**src/rtl/lathe_star_delta_seq.sv**
```systemverilog
// Star-delta spindle contactor sequencer: star start, dead-time transfer, delta run,
// latched overload/E-stop trip and restart lockout.
module lathe_star_delta_seq #(
    parameter int STAR_TIME    = 20,
    parameter int DEAD_TIME    = 4,
    parameter int MIN_OFF_TIME = 8
) (
    input  logic       clk,
    input  logic       reset,
    input  logic       ena,
    input  logic       run_req,
    input  logic       ovl_n,
    input  logic       estop,
    input  logic       fault_ack,
    output logic       k_main,
    output logic       k_star,
    output logic       k_delta,
    output logic       running,
    output logic       fault,
    output logic [2:0] state_o
);

    localparam int MAX_T = (STAR_TIME > DEAD_TIME)
                         ? ((STAR_TIME > MIN_OFF_TIME) ? STAR_TIME : MIN_OFF_TIME)
                         : ((DEAD_TIME > MIN_OFF_TIME) ? DEAD_TIME : MIN_OFF_TIME);
    localparam int CW = $clog2(MAX_T) + 1;

    localparam logic [CW-1:0] STAR_LAST = CW'(STAR_TIME - 1);
    localparam logic [CW-1:0] DEAD_LAST = CW'(DEAD_TIME - 1);
    localparam logic [CW-1:0] OFF_LAST  = CW'(MIN_OFF_TIME - 1);

    typedef enum logic [2:0] {
        IDLE     = 3'd0,
        STAR     = 3'd1,
        TRANSFER = 3'd2,
        DELTA    = 3'd3,
        LOCKOUT  = 3'd4,
        FAULT    = 3'd5
    } state_t;

    logic run_meta, run_s;
    logic ovl_meta, ovl_s;
    logic estop_meta, estop_s;
    logic ack_meta, ack_s, ack_d;

    state_t        state, state_nxt;
    logic [CW-1:0] cnt, cnt_nxt;
    logic          trip, ack_rise, timed;

    // Overload contact is normally closed, so its synchronizer idles high.
    always_ff @(posedge clk or posedge reset) begin
        if (reset) begin
            run_meta   <= 1'b0;
            run_s      <= 1'b0;
            ovl_meta   <= 1'b1;
            ovl_s      <= 1'b1;
            estop_meta <= 1'b0;
            estop_s    <= 1'b0;
            ack_meta   <= 1'b0;
            ack_s      <= 1'b0;
            ack_d      <= 1'b0;
        end else begin
            run_meta   <= run_req;
            run_s      <= run_meta;
            ovl_meta   <= ovl_n;
            ovl_s      <= ovl_meta;
            estop_meta <= estop;
            estop_s    <= estop_meta;
            ack_meta   <= fault_ack;
            ack_s      <= ack_meta;
            ack_d      <= ack_s;
        end
    end

    assign trip     = ~ovl_s | estop_s;
    assign ack_rise = ack_s & ~ack_d;
    assign timed    = (state == STAR) || (state == TRANSFER) || (state == LOCKOUT);

    always_comb begin
        state_nxt = state;
        cnt_nxt   = cnt;
        if (trip) begin
            state_nxt = FAULT;
        end else if (ena) begin
            case (state)
                IDLE:     if (run_s) state_nxt = STAR;
                STAR:     if (!run_s) state_nxt = LOCKOUT;
                          else if (cnt == STAR_LAST) state_nxt = TRANSFER;
                TRANSFER: if (!run_s) state_nxt = LOCKOUT;
                          else if (cnt == DEAD_LAST) state_nxt = DELTA;
                DELTA:    if (!run_s) state_nxt = LOCKOUT;
                LOCKOUT:  if (cnt == OFF_LAST) state_nxt = IDLE;
                FAULT:    if (ack_rise && !run_s) state_nxt = LOCKOUT;
                default:  state_nxt = IDLE;
            endcase
        end
        // Timer restarts on every state change and is frozen while ena is low.
        if (state_nxt != state) begin
            cnt_nxt = '0;
        end else if (ena && timed) begin
            cnt_nxt = cnt + CW'(1);
        end
    end

    always_ff @(posedge clk or posedge reset) begin
        if (reset) begin
            state   <= IDLE;
            cnt     <= '0;
            k_main  <= 1'b0;
            k_star  <= 1'b0;
            k_delta <= 1'b0;
            running <= 1'b0;
            fault   <= 1'b0;
        end else begin
            state   <= state_nxt;
            cnt     <= cnt_nxt;
            k_main  <= (state_nxt == STAR) || (state_nxt == TRANSFER) || (state_nxt == DELTA);
            k_star  <= (state_nxt == STAR);
            k_delta <= (state_nxt == DELTA);
            running <= (state_nxt == DELTA);
            fault   <= (state_nxt == FAULT);
        end
    end

    assign state_o = state;

endmodule

```
**config.mk**
```make
export PLATFORM = sky130hd
export DESIGN_NAME = lathe_star_delta_seq
export DESIGN_NICKNAME = d
export VERILOG_FILES = /design/src/rtl/lathe_star_delta_seq.sv
export SDC_FILE = /design/constraint.sdc
export NUM_CORES = 1
export LEC_CHECK = 0
export ABC_AREA = 1
export CORE_AREA = 10 10 58 60
export DETAILED_ROUTE_END_ITERATION = 8
export DIE_AREA = 0 0 68 70
export PLACE_DENSITY = 0.72
export SLEW_MARGIN = 15
export SYNTH_ARGS = -nofsm -noshare
export SYNTH_HDL_FRONTEND = slang
export SYNTH_SLANG_ARGS = --single-unit
```
**constraint.sdc**
```tcl
create_clock -name clk -period 3.7 [get_ports clk]
set_input_delay 0.74 -clock clk [delete_from_list [all_inputs] [get_ports clk]]
set_output_delay 0.74 -clock clk [all_outputs]
set_load 0.05 [all_outputs]
```
=== After elaboration in Yosys (flattened, before gate mapping) ===
Cells that the tools add are included.

* Word-level logic and storage cells: 55
* Bits in registers: 22
* Input bits: 7
* Output and inout port bits: 8

* Bitwise logic cells: 4
* Muxes and demuxes: 13
* $add $sub $neg: 1
* Reductions and logical operators: 9
* Equality and inequality tests: 13

{| class="wikitable"
|+ Operators by type and width
! cell !! count
|-
| $mux 3 || 10
|-
| $pmux 3 s6 || 1
|-
| $eq 3x2->1 const B || 4
|-
| $mux 6 || 2
|-
| $eq 3x3->1 const B || 3
|-
| $add 6x1->6 const B || 1
|-
| $eq 3x1->1 const B || 2
|-
| $eq 6x2->1 const B || 1
|-
| $eq 6x3->1 const B || 1
|-
| $eq 6x5->1 const B || 1
|-
| $logic_or 1x1->1 || 4
|-
| $logic_not 3->1 || 1
|-
| $ne 3x3->1 || 1
|-
| $logic_and 1x1->1 || 2
|-
| $not 1->1 || 2
|-
| $reduce_bool 2->1 || 1
|-
| $and 1x1->1 || 1
|-
| $logic_not 1->1 || 1
|-
| $or 1x1->1 || 1
|}

=== Logic depth before layout (Yosys ltp) ===
Gate-level depths: netlist (run 1).

* Depth in word-level cells: 10
* Gate-level depth with buffers: 13
* Mapped depth without buffers: 13

=== Least setup slack after synthesis (run 1) ===
OpenSTA, ideal clock, no wires.

* Path kind: flip-flop to flip-flop
* From: register state[2], in the netlist state_o[2]
* To: register cnt[0]
* Arrival: 1588 ps
* Path buffers: 0
* Path slack: 1992 ps
* Required time: 3580 ps
* Library setup time: 120 ps
* Cell stages (with the launch flop): 14
* Cell sequence: dfrtp_1 > inv_2 > nand3_2 > inv_1 > nand2_1 > nand2_1 > nand2_1 > nand2_1 > nand2_2 > nand2_2 > nand2_1 > nand2_2 > nand2_4 > nor2_2

* Elaborated cells between the ends (all ways): 23

{| class="wikitable"
|+ RTL lines
! item !! RTL line !! RTL
|-
| from (decl) || 46 || <nowiki>state_t state, state_nxt;</nowiki>
|-
| from (signal assigned) || 115 || <nowiki>state <= state_nxt;</nowiki>
|-
| $eq 3x3->1, or another cell as far along || 85 || <nowiki>case (state)</nowiki>
|-
| $pmux 3 s6 * || 85 ||
|-
| $mux 3 * || 84 || <nowiki>end else if (ena) begin</nowiki>
|-
| $mux 3 * || 82 || <nowiki>if (trip) begin</nowiki>
|-
| via state_nxt[0] || 46 ||
|-
| $ne 3x3->1 * || 98 || <nowiki>if (state_nxt != state) begin</nowiki>
|-
| $mux 6 or $reduce_bool 2->1 (tied branches) || -- ||
|-
| to (signal assigned) || 116 || <nowiki>cnt <= cnt_nxt;</nowiki>
|-
| to (decl) || 47 || <nowiki>logic [CW-1:0] cnt, cnt_nxt;</nowiki>
|}

Mark *: on every way through the listed nets, which the timed path passes. The rest lies on a longest branch.
A chain may end at the register's enable or synchronous reset.

=== Worst setup path in the final report (run 1) ===
* From: register state[2], in the netlist state_o[2]
* To: output port state_o[2]

{| class="wikitable"
|+ RTL lines
! item !! RTL line !! RTL
|-
| to (decl) || 20 || <nowiki>output logic [2:0] state_o</nowiki>
|}

No word-level cell between the ends.

==> results of run 1 <==
-- cells in the final DEF (no fill, tap or decap), drive strengths merged --
cell type,synthesis,routed
nand2,39,39
dfrtp,20,20
inv,20,20
nor2,19,19
clkdlybuf4s50,0,14
nand3,12,12
xor2,4,4
o21ai,4,4
clkbuf,1,3
nand4,2,2
dfstp,2,2
nand3b,1,1
a31oi,1,1
o211ai,1,1
ha,1,1
bufinv,0,1
-- how the worst max path moves through the flow --
stage,slack (ns),end
2_1_floorplan,1.99,cnt[0]
4_1_cts,1.24,state_o[2]
3_3_place_gp,1.42,cnt[4]
6_report,1.22,state_o[2]
3_5_place_dp,1.36,cnt[4]
5_1_grt,1.17,state_o[2]
-- power groups by stage --
stage / clock (mW) / combinational (mW) / sequential (mW)
finish: 0.179 / 0.0596 / 0.258
detailed placement: 0 / 0.0599 / 0.263
floorplan: 0 / 0.0361 / 0.269
global route: 0.192 / 0.0659 / 0.259
global placement: 0 / 0.0584 / 0.262
CTS: 0.181 / 0.0602 / 0.258
-- area by class of cell --
cell class	instances	area, µm²
well taps	30	37.54
clock inverters	1	30.03
flip-flops and latches	22	553.0
inverters	20	75.07
multi-input cells	84	483.0
fillers	211	1001
clock buffers	3	22.52
repair buffers	14	140.1
-- metal layers --
metal / part of all wire / vias to the layer above / track usage
met1: 0.45 / 382 / 0.1151
met5: 0 / - / 0
met3: 0.049 / 7 / 0.02552
met2: 0.47 / 24 / 0.1584
met4: 0.027 / 0 / 0.05369
li1: - / 422 / -
-- kinds of logic (layout without fill, tap and decap cells) --
group	after synthesis	in the layout	synth area share
and+or+nand+nor	73	73	0.3459
DFF	22	22	0.4884
buffers and inverters	22	38	0.08508
AOI/OAI and AO/OA	6	6	0.03867
xor gates and xnor gates	4	4	0.03094
adders and majority gates	1	1	0.01105
-- state kept, by name, summed over array words and instances, names as in the netlist --
| signal | flops |
|---|---|
| ack_d | 1 |
| ovl_meta | 1 |
| estop_meta | 1 |
| k_main | 1 |
| estop_s | 1 |
| run_meta | 1 |
| state_o | 3 |
| ovl_s | 1 |
| run_s | 1 |
| ack_meta | 1 |
| running | 1 |
| ack_s | 1 |
| fault | 1 |
| k_star | 1 |
| cnt | 6 |
-- per-stage QoR --
| step | utilization | cell area [µm²] | hold slack, ns | std cells |
|---|---|---|---|---|
| after floorplan | - | 1132 | 0.3312 | 128 |
| after detailed placement | 0.5502 | 1289 | 0.3413 | 170 |
| after global placement | 0.5502 | 1289 | 0.3326 | 170 |
| after CTS | 0.5727 | 1341 | 0.3646 | 174 |
| final | 0.5727 | 1341 | 0.3560 | 174 |
| after global routing | 0.5727 | 1341 | 0.3658 | 174 |
==> run metrics, run 1 <==
CTS tree=done; P&R area growth vs syn=18.45%; top_reg_cell synth=dfrtp_1; row cnt=18; Slew HR=0.4916; CTS resizes=0; clock share of power=0.361; # clock sinks=22; hpwl dp=1641 µm; Die H=70 µm; DR WL/cell=11.76 µm; DRC=0; post-synth top area share=0.4420; Reg clk slew, reported paths=0.12 ns; hold path depth=0; Final WS setup=1.224 ns; RR Startpoint=cnt[0]; delay-heaviest family, CP=buffers and inverters; setup TNS=0 ns; die width=68 µm; number of hold buffers added after cts=0; Net Sw Power=114.5 µW; vias in the first global route=856; syn avg cell area=8.846 µm²; max frequency=403.9 MHz; share of cells above drive strength 1=0.2431; drt via density=4.799; Nets=153; Initial Utilization=0.4834; CTS buffer count=3; CP Class=reg2out; list of most frequent post-synthesis cells=nand2_1, dfrtp_1, inv_1; Data arrival, critical path=1.74 ns; core footprint=0.002342 mm²; Setup crit end kind=output pin; GP Congestion=0.8649; crit path from=state_o[2]; First-pass DRT Iterations=4; maximum vdd drop=0.2857 mV; type of the tightest min-delay check=reg2reg; CP peak stage delay=0.87 ns; Int Pwr=382.1 µW; Worst-Margin Slew=0.7618 ns; register area share after synthesis=0.4884; Hold Fails Final Rpt=0; clock tree buffer depth=2; Pleak=0.6821 nW; Mapped Nets=136; H-tree Lvls=1; Iter 0 DRT Violations=40; period utilisation layout=0.6692; P per Cell Area=370.3 mW/mm²; pre-CTS setup slack=1.364 ns; R2R Path End=cnt[4]; final setup violating endpoints=0; Synth cell types=24; Critical Path Source Type=flop; Mapped Cells=128; crit path time final=2.476 ns; Total Power=496.6 µW; r2r setup slk=2.04 ns; final WL=2046 µm; Critical Path RT=2.96 ns; combinational share of power=0.120; sequential power share=0.519; switching share of power=0.2306; CP Cell Sequence=clkdlybuf4s50_1; setup bufs post-CTS=0; Final Max Tran Viols=0; Port Buf Inserts=14; status=finished clean; flops & latches, synth=22; most common cell in the synthesized netlist=nand2_1; Worst-Skew Late Latency=0.31 ns; maxcap violations=0; top cells by area, synth=dfrtp_1, nand2_1, inv_1; Netlist Area Pre-Place=0.001132 mm²; ANT cells=0; Detail Route Antenna Nets=0; first-pass GRT wire length=3712 µm; CP max-delay cell=clkdlybuf4s50_1; Die Area=0.004760 mm²; clock skew=0.01305 ns; I/O Pins=15; root buf cell=clkbuf_4; GR Util All Layers=0.09906; crit path max fanout=7; YS warnings=0; initial antenna violation count=0; largest net degree at the start of global routing=23; GR Overflow Total=0; critical path depth=1; via count=835; WP buf/inv=1; EDFF count, synth=0; top cell type by total area after synthesis=dfrtp_1; async set or reset register ratio after synthesis=1.000; Worst Hold Launch=run_meta; FF-to-FF path depth=11; Hold Path End=run_s; RSZ-0062 raised after global routing=false
No activity file was read; power rests on OpenSTA's default activity.
==> inputs of run 2 (changes only) <==
clock period = 2.5 ns   (was 3.7 ns; I/O delays follow)
==> run 2 against run 1 <==
Effect of this change: via count grew 3.0%; core utilization is the same; global-route usage shrank 0.31 points; cell count is the same; highest routed layer unchanged.
==> run metrics, run 2 (synthesized netlist as in run 1, its figures left out) <==
CP peak stage delay=0.88 ns (about the same); commonest non-fill, non-tap cell in the layout=nand2_1; Critical Path RT=2.00 ns (-0.96 ns); first-pass GRT wire length=3650 µm (-1.7%); clock skew=0.01421 ns (+0.001162 ns); DRC=0 (unchanged); setup TNS=0 ns (unchanged); Iter 0 DRT Violations=27 (-33%); CP Class=reg2out; via count=860 (+3.0%); Critical Path Source Type=flop; ANT cells=0 (unchanged); Reg clk slew, reported paths=0.12 ns (about the same); Setup crit end kind=output pin; Net Sw Power=167.8 µW (+47%); CP max-delay cell=clkdlybuf4s50_1; RSZ-0062 raised after global routing=false; number of hold buffers added after cts=0 (unchanged); Nets=153 (unchanged); die width=68 µm (unchanged); CP Cell Sequence=clkdlybuf4s50_1; pre-CTS setup slack=0.4111 ns (-0.9525 ns); clock share of power=0.360 (about the same); Die Area=0.004760 mm² (unchanged); H-tree Lvls=1 (unchanged); crit path from=state_o[1]; hpwl dp=1672 µm (+1.9%); max FFs per register=6 (unchanged); critical path depth=1 (unchanged); max frequency=453.4 MHz; Final WS setup=0.2946 ns (-0.9294 ns); GR Overflow Total=0 (unchanged); CTS buffer count=3 (unchanged); delay-heaviest family, CP=buffers and inverters; combinational share of power=0.120 (about the same); r2r setup slk=0.87 ns (-1.17 ns); GP Congestion=0.8648 (about the same); Layout Utilization=0.5727 (unchanged); Port Buf Inserts=14 (unchanged); # clock sinks=22 (unchanged); Slew HR=0.4914 (about the same); status=finished clean; setup bufs post-CTS=0 (unchanged); crit path max fanout=7 (unchanged); largest reg by FF count=cnt; Detail Route Antenna Nets=0 (unchanged); sequential power share=0.520 (about the same); largest net degree at the start of global routing=23 (unchanged); Worst setup endpoint=state_o[1]; type of the tightest min-delay check=reg2reg; CTS resizes=0 (unchanged); I/O Pins=15 (unchanged); vias in the first global route=892 (+4.2%); Data arrival, critical path=1.71 ns (-0.03 ns); FF-to-FF path depth=11 (unchanged); row cnt=18 (unchanged); DR WL/cell=11.55 µm (-1.8%); Final Max Tran Viols=0 (unchanged); Pleak=0.6821 nW (unchanged); Fill cells=201 (-4.7%); period utilisation layout=0.8821; Hold Fails Final Rpt=0 (unchanged); core footprint=0.002342 mm² (unchanged); Initial Utilization=0.4834 (unchanged); Total Power=733.3 µW (+48%); final setup violating endpoints=0 (unchanged); Worst-Skew Late Latency=0.31 ns (about the same); maxcap violations=0 (unchanged); GR Util All Layers=0.09594 (-0.003114); share of cells above drive strength 1=0.2431 (unchanged); First-pass DRT Iterations=4 (unchanged); final WL=2010 µm (-1.8%); P per Cell Area=546.7 mW/mm² (+48%); R2R Path End=cnt[4]; clock tree buffer depth=2 (unchanged); Die H=70 µm (unchanged); commonest non-fill, non-tap cells in the layout=nand2_1, dfrtp_1, inv_1; Int Pwr=565.5 µW (+48%); P&R area growth vs syn=18.45% (unchanged); WP buf/inv=1 (unchanged); switching share of power=0.2289 (-0.001737); maximum vdd drop=0.5652 mV (+98%); crit path time final=2.205 ns; Worst-Margin Slew=0.7621 ns (+0.0003175 ns); CTS tree=done; RR Startpoint=cnt[0]; drt via density=4.943 (+3.0%); root buf cell=clkbuf_4; initial antenna violation count=0 (unchanged)
==> run 2: cell counts in the layout (fill, tap and decap cells not counted) <==
No cell type changed its count.
==> run 2: metal layers <==
layer / vias to the layer above / track usage / wire [µm]
li1: 426 / - / -
met4: 0 / 0.05369 / 60
met1: 400 / 0.1058 / 905
met5: - / 0 / 0
met3: 9 / 0.02233 / 83
met2: 25 / 0.1605 / 959
==> run 2: metrics by stage <==
stage / cell area, µm² / instances / hold WS [ns]
after floorplan: 1132 / 128 / 0.3312
after detailed placement: 1289 / 170 / 0.3413
final: 1341 / 174 / 0.3536
after CTS: 1341 / 174 / 0.3661
after global routing: 1341 / 174 / 0.3599
after global placement: 1289 / 170 / 0.3326
==> run 2: area by class of cell <==
cell class,instances,area [µm²],area share
Clock buffer,3,22.52,0.01679
Timing Repair Buffer,14,140.1,0.1045
Inverter,20,75.07,0.05597
Sequential cell,22,553.0,0.4123
Clock inverter,1,30.03,0.02239
Multi-Input combinational cell,84,483.0,0.3601
Tap cell,30,37.54,0.02798
==> run 2: how the worst min path moves through the flow <==
| stage | to | cells after the start | slack, ns | startpoint |
|---|---|---|---|---|
| global placement | run_s | 0 | 0.33 | run_meta |
| finish | run_s | 0 | 0.35 | run_meta |
| floorplan | ack_s | 0 | 0.33 | ack_meta |
| CTS | ovl_s | 0 | 0.37 | ovl_meta |
| detailed placement | ack_s | 0 | 0.34 | ack_meta |
| global route | run_s | 0 | 0.36 | run_meta |
==> run 2: power groups by stage <==
stage	sequential [mW]	clock (mW)	combinational (mW)
after detailed placement	0.389	0	0.0885
after global routing	0.384	0.284	0.0973
final	0.382	0.264	0.0879
after floorplan	0.398	0	0.0534
after CTS	0.382	0.271	0.0890
after global placement	0.388	0	0.0865
==> inputs of run 3 (changes only) <==
MAX_ROUTING_LAYER = met4   (was unset)
==> run 3 against run 2 <==
Effect of this change: first-iteration DRC count shrank 3.7%; sequential share of layout area is the same; clock skew shrank 0.00085 ns; clock power is essentially flat; clock-buffer cell count is the same; cell area is the same; global-route usage grew 0.34 points; fmax grew 0.24%; non-clock buffer count is the same; routed wire length is essentially flat; hold slack gained 0.0014 ns; sequential power is essentially flat; critical path type unchanged; largest cell class unchanged; highest routed layer unchanged.
==> run metrics, run 3 (synthesized netlist as in run 1, its figures left out) <==
status=finished clean; type of the tightest min-delay check=reg2reg; Initial Utilization=0.4834 (unchanged); sequential power share=0.521 (about the same); vias in the first global route=890 (-0.22%); maxcap violations=0 (unchanged); Setup crit end kind=output pin; Final Max Tran Viols=0 (unchanged); crit path time final=2.200 ns (-0.005188 ns); CTS resizes=0 (unchanged); ANT cells=0 (unchanged); CP max-delay cell=clkdlybuf4s50_1; Detail Route Antenna Nets=0 (unchanged); die width=68 µm (unchanged); GR Overflow Total=0 (unchanged); CP Class=reg2out; Pleak=0.6821 nW (unchanged); Critical Path Source Type=flop; largest net degree at the start of global routing=23 (unchanged); commonest non-fill, non-tap cells in the layout=nand2_1, dfrtp_1, inv_1; GP Congestion=0.8788 (+1.6%); Layout Utilization=0.5727 (unchanged); final setup violating endpoints=0 (unchanged); Total Power=731.7 µW (-0.21%); first-pass GRT wire length=3670 µm (+0.55%); number of hold buffers added after cts=0 (unchanged); Slew HR=0.4897 (-0.001632); FF-to-FF path depth=11 (unchanged); clock skew=0.01336 ns (-0.0008529 ns); r2r setup slk=0.86 ns (about the same); final WL=2008 µm (about the same); clock tree buffer depth=2 (unchanged); root buf cell=clkbuf_4; period utilisation layout=0.8801 (-0.002075); delay-heaviest family, CP=buffers and inverters; crit path max fanout=7 (unchanged); Data arrival, critical path=1.70 ns (about the same); drt via density=4.914 (-0.58%); RSZ-0062 raised after global routing=false; R2R Path End=cnt[4]; hpwl dp=1672 µm (unchanged); Iter 0 DRT Violations=26 (-3.7%); max FFs per register=6 (unchanged); First-pass DRT Iterations=4 (unchanged); CTS tree=done; switching share of power=0.2274 (-0.001448); I/O Pins=15 (unchanged); P&R area growth vs syn=18.45% (unchanged); Nets=153 (unchanged); Worst-Margin Slew=0.7646 ns (+0.002445 ns); maximum vdd drop=0.5602 mV (-0.88%); Die H=70 µm (unchanged); via count=855 (-0.58%); register area=553.0 µm² (unchanged); setup TNS=0 ns (unchanged); Die Area=0.004760 mm² (unchanged); Int Pwr=565.3 µW (about the same); largest reg by FF count=cnt; Fill cells=201 (unchanged); RR Startpoint=cnt[0]; Port Buf Inserts=14 (unchanged); hold path depth=0 (unchanged); commonest non-fill, non-tap cell in the layout=nand2_1; Hold Fails Final Rpt=0 (unchanged); share of cells above drive strength 1=0.2431 (unchanged); row cnt=18 (unchanged); Reg clk slew, reported paths=0.12 ns (about the same); CTS buffer count=3 (unchanged); CP peak stage delay=0.88 ns (about the same); Critical Path RT=2.00 ns (about the same); H-tree Lvls=1 (unchanged); P per Cell Area=545.5 mW/mm² (-0.21%); Hold Path End=run_s; combinational share of power=0.120 (about the same); GR Util All Layers=0.09939 (+0.003445); initial antenna violation count=0 (unchanged); setup bufs post-CTS=0 (unchanged); clock share of power=0.358 (-0.002); Worst-Skew Late Latency=0.30 ns (about the same); DR WL/cell=11.54 µm (about the same); CP Cell Sequence=clkdlybuf4s50_1; Net Sw Power=166.4 µW (-0.84%); max frequency=454.5 MHz (+0.24%); WP buf/inv=1 (unchanged); core footprint=0.002342 mm² (unchanged); DRC=0 (unchanged); Worst Hold Launch=run_meta; area of the multi-input gates=483.0 µm² (unchanged); # clock sinks=22 (unchanged)
## run 3: cell counts in the layout (fill, tap and decap cells not counted)
Identical to the previous run, type by type.
## run 3: worst max path at each step
stage	slack, ns	end	start	cells after the start
2_1_floorplan	0.79	cnt[0]	state_o[2]	13
3_3_place_gp	0.46	cnt[4]	ena	8
3_5_place_dp	0.41	cnt[4]	ena	8
4_1_cts	0.27	state_o[1]	state_o[1]	1
5_1_grt	0.22	state_o[2]	state_o[2]	1
6_report	0.30	state_o[1]	state_o[1]	1
## run 3: layer usage
layer / global-route usage / up-vias / wire [µm]
met3: 0.02711 / 6 / 74
li1: - / 427 / -
met4: 0.05369 / 0 / 38
met1: 0.1058 / 400 / 916
met2: 0.1605 / 22 / 979
met5: - / - / 0
## run 3: metrics by stage
step / worst slack [ns] / hold WS, ns / area, µm² / cells
floorplan: 0.7923 / 0.3312 / 1132 / 128
global placement: 0.4646 / 0.3326 / 1289 / 170
detailed placement: 0.4111 / 0.3413 / 1289 / 170
CTS: 0.2746 / 0.3661 / 1341 / 174
global route: 0.2204 / 0.3600 / 1341 / 174
finish: 0.2998 / 0.3549 / 1341 / 174
## run 3: power groups by stage
| stage | clock, mW | combinational (mW) | sequential [mW] |
|---|---|---|---|
| after CTS | 0.271 | 0.0890 | 0.382 |
| after global placement | 0 | 0.0865 | 0.388 |
| after floorplan | 0 | 0.0534 | 0.398 |
| final | 0.262 | 0.0879 | 0.382 |
| after global routing | 0.287 | 0.0973 | 0.384 |
| after detailed placement | 0 | 0.0885 | 0.389 |
## run 3: cell type report
type | count | share of cell area
clock buffers | 3 | 0.01679
clock inverters | 1 | 0.02239
inverters | 20 | 0.05597
multi-input cells | 84 | 0.3601
flip-flops and latches | 22 | 0.4123
well taps | 30 | 0.02798
repair buffers | 14 | 0.1045
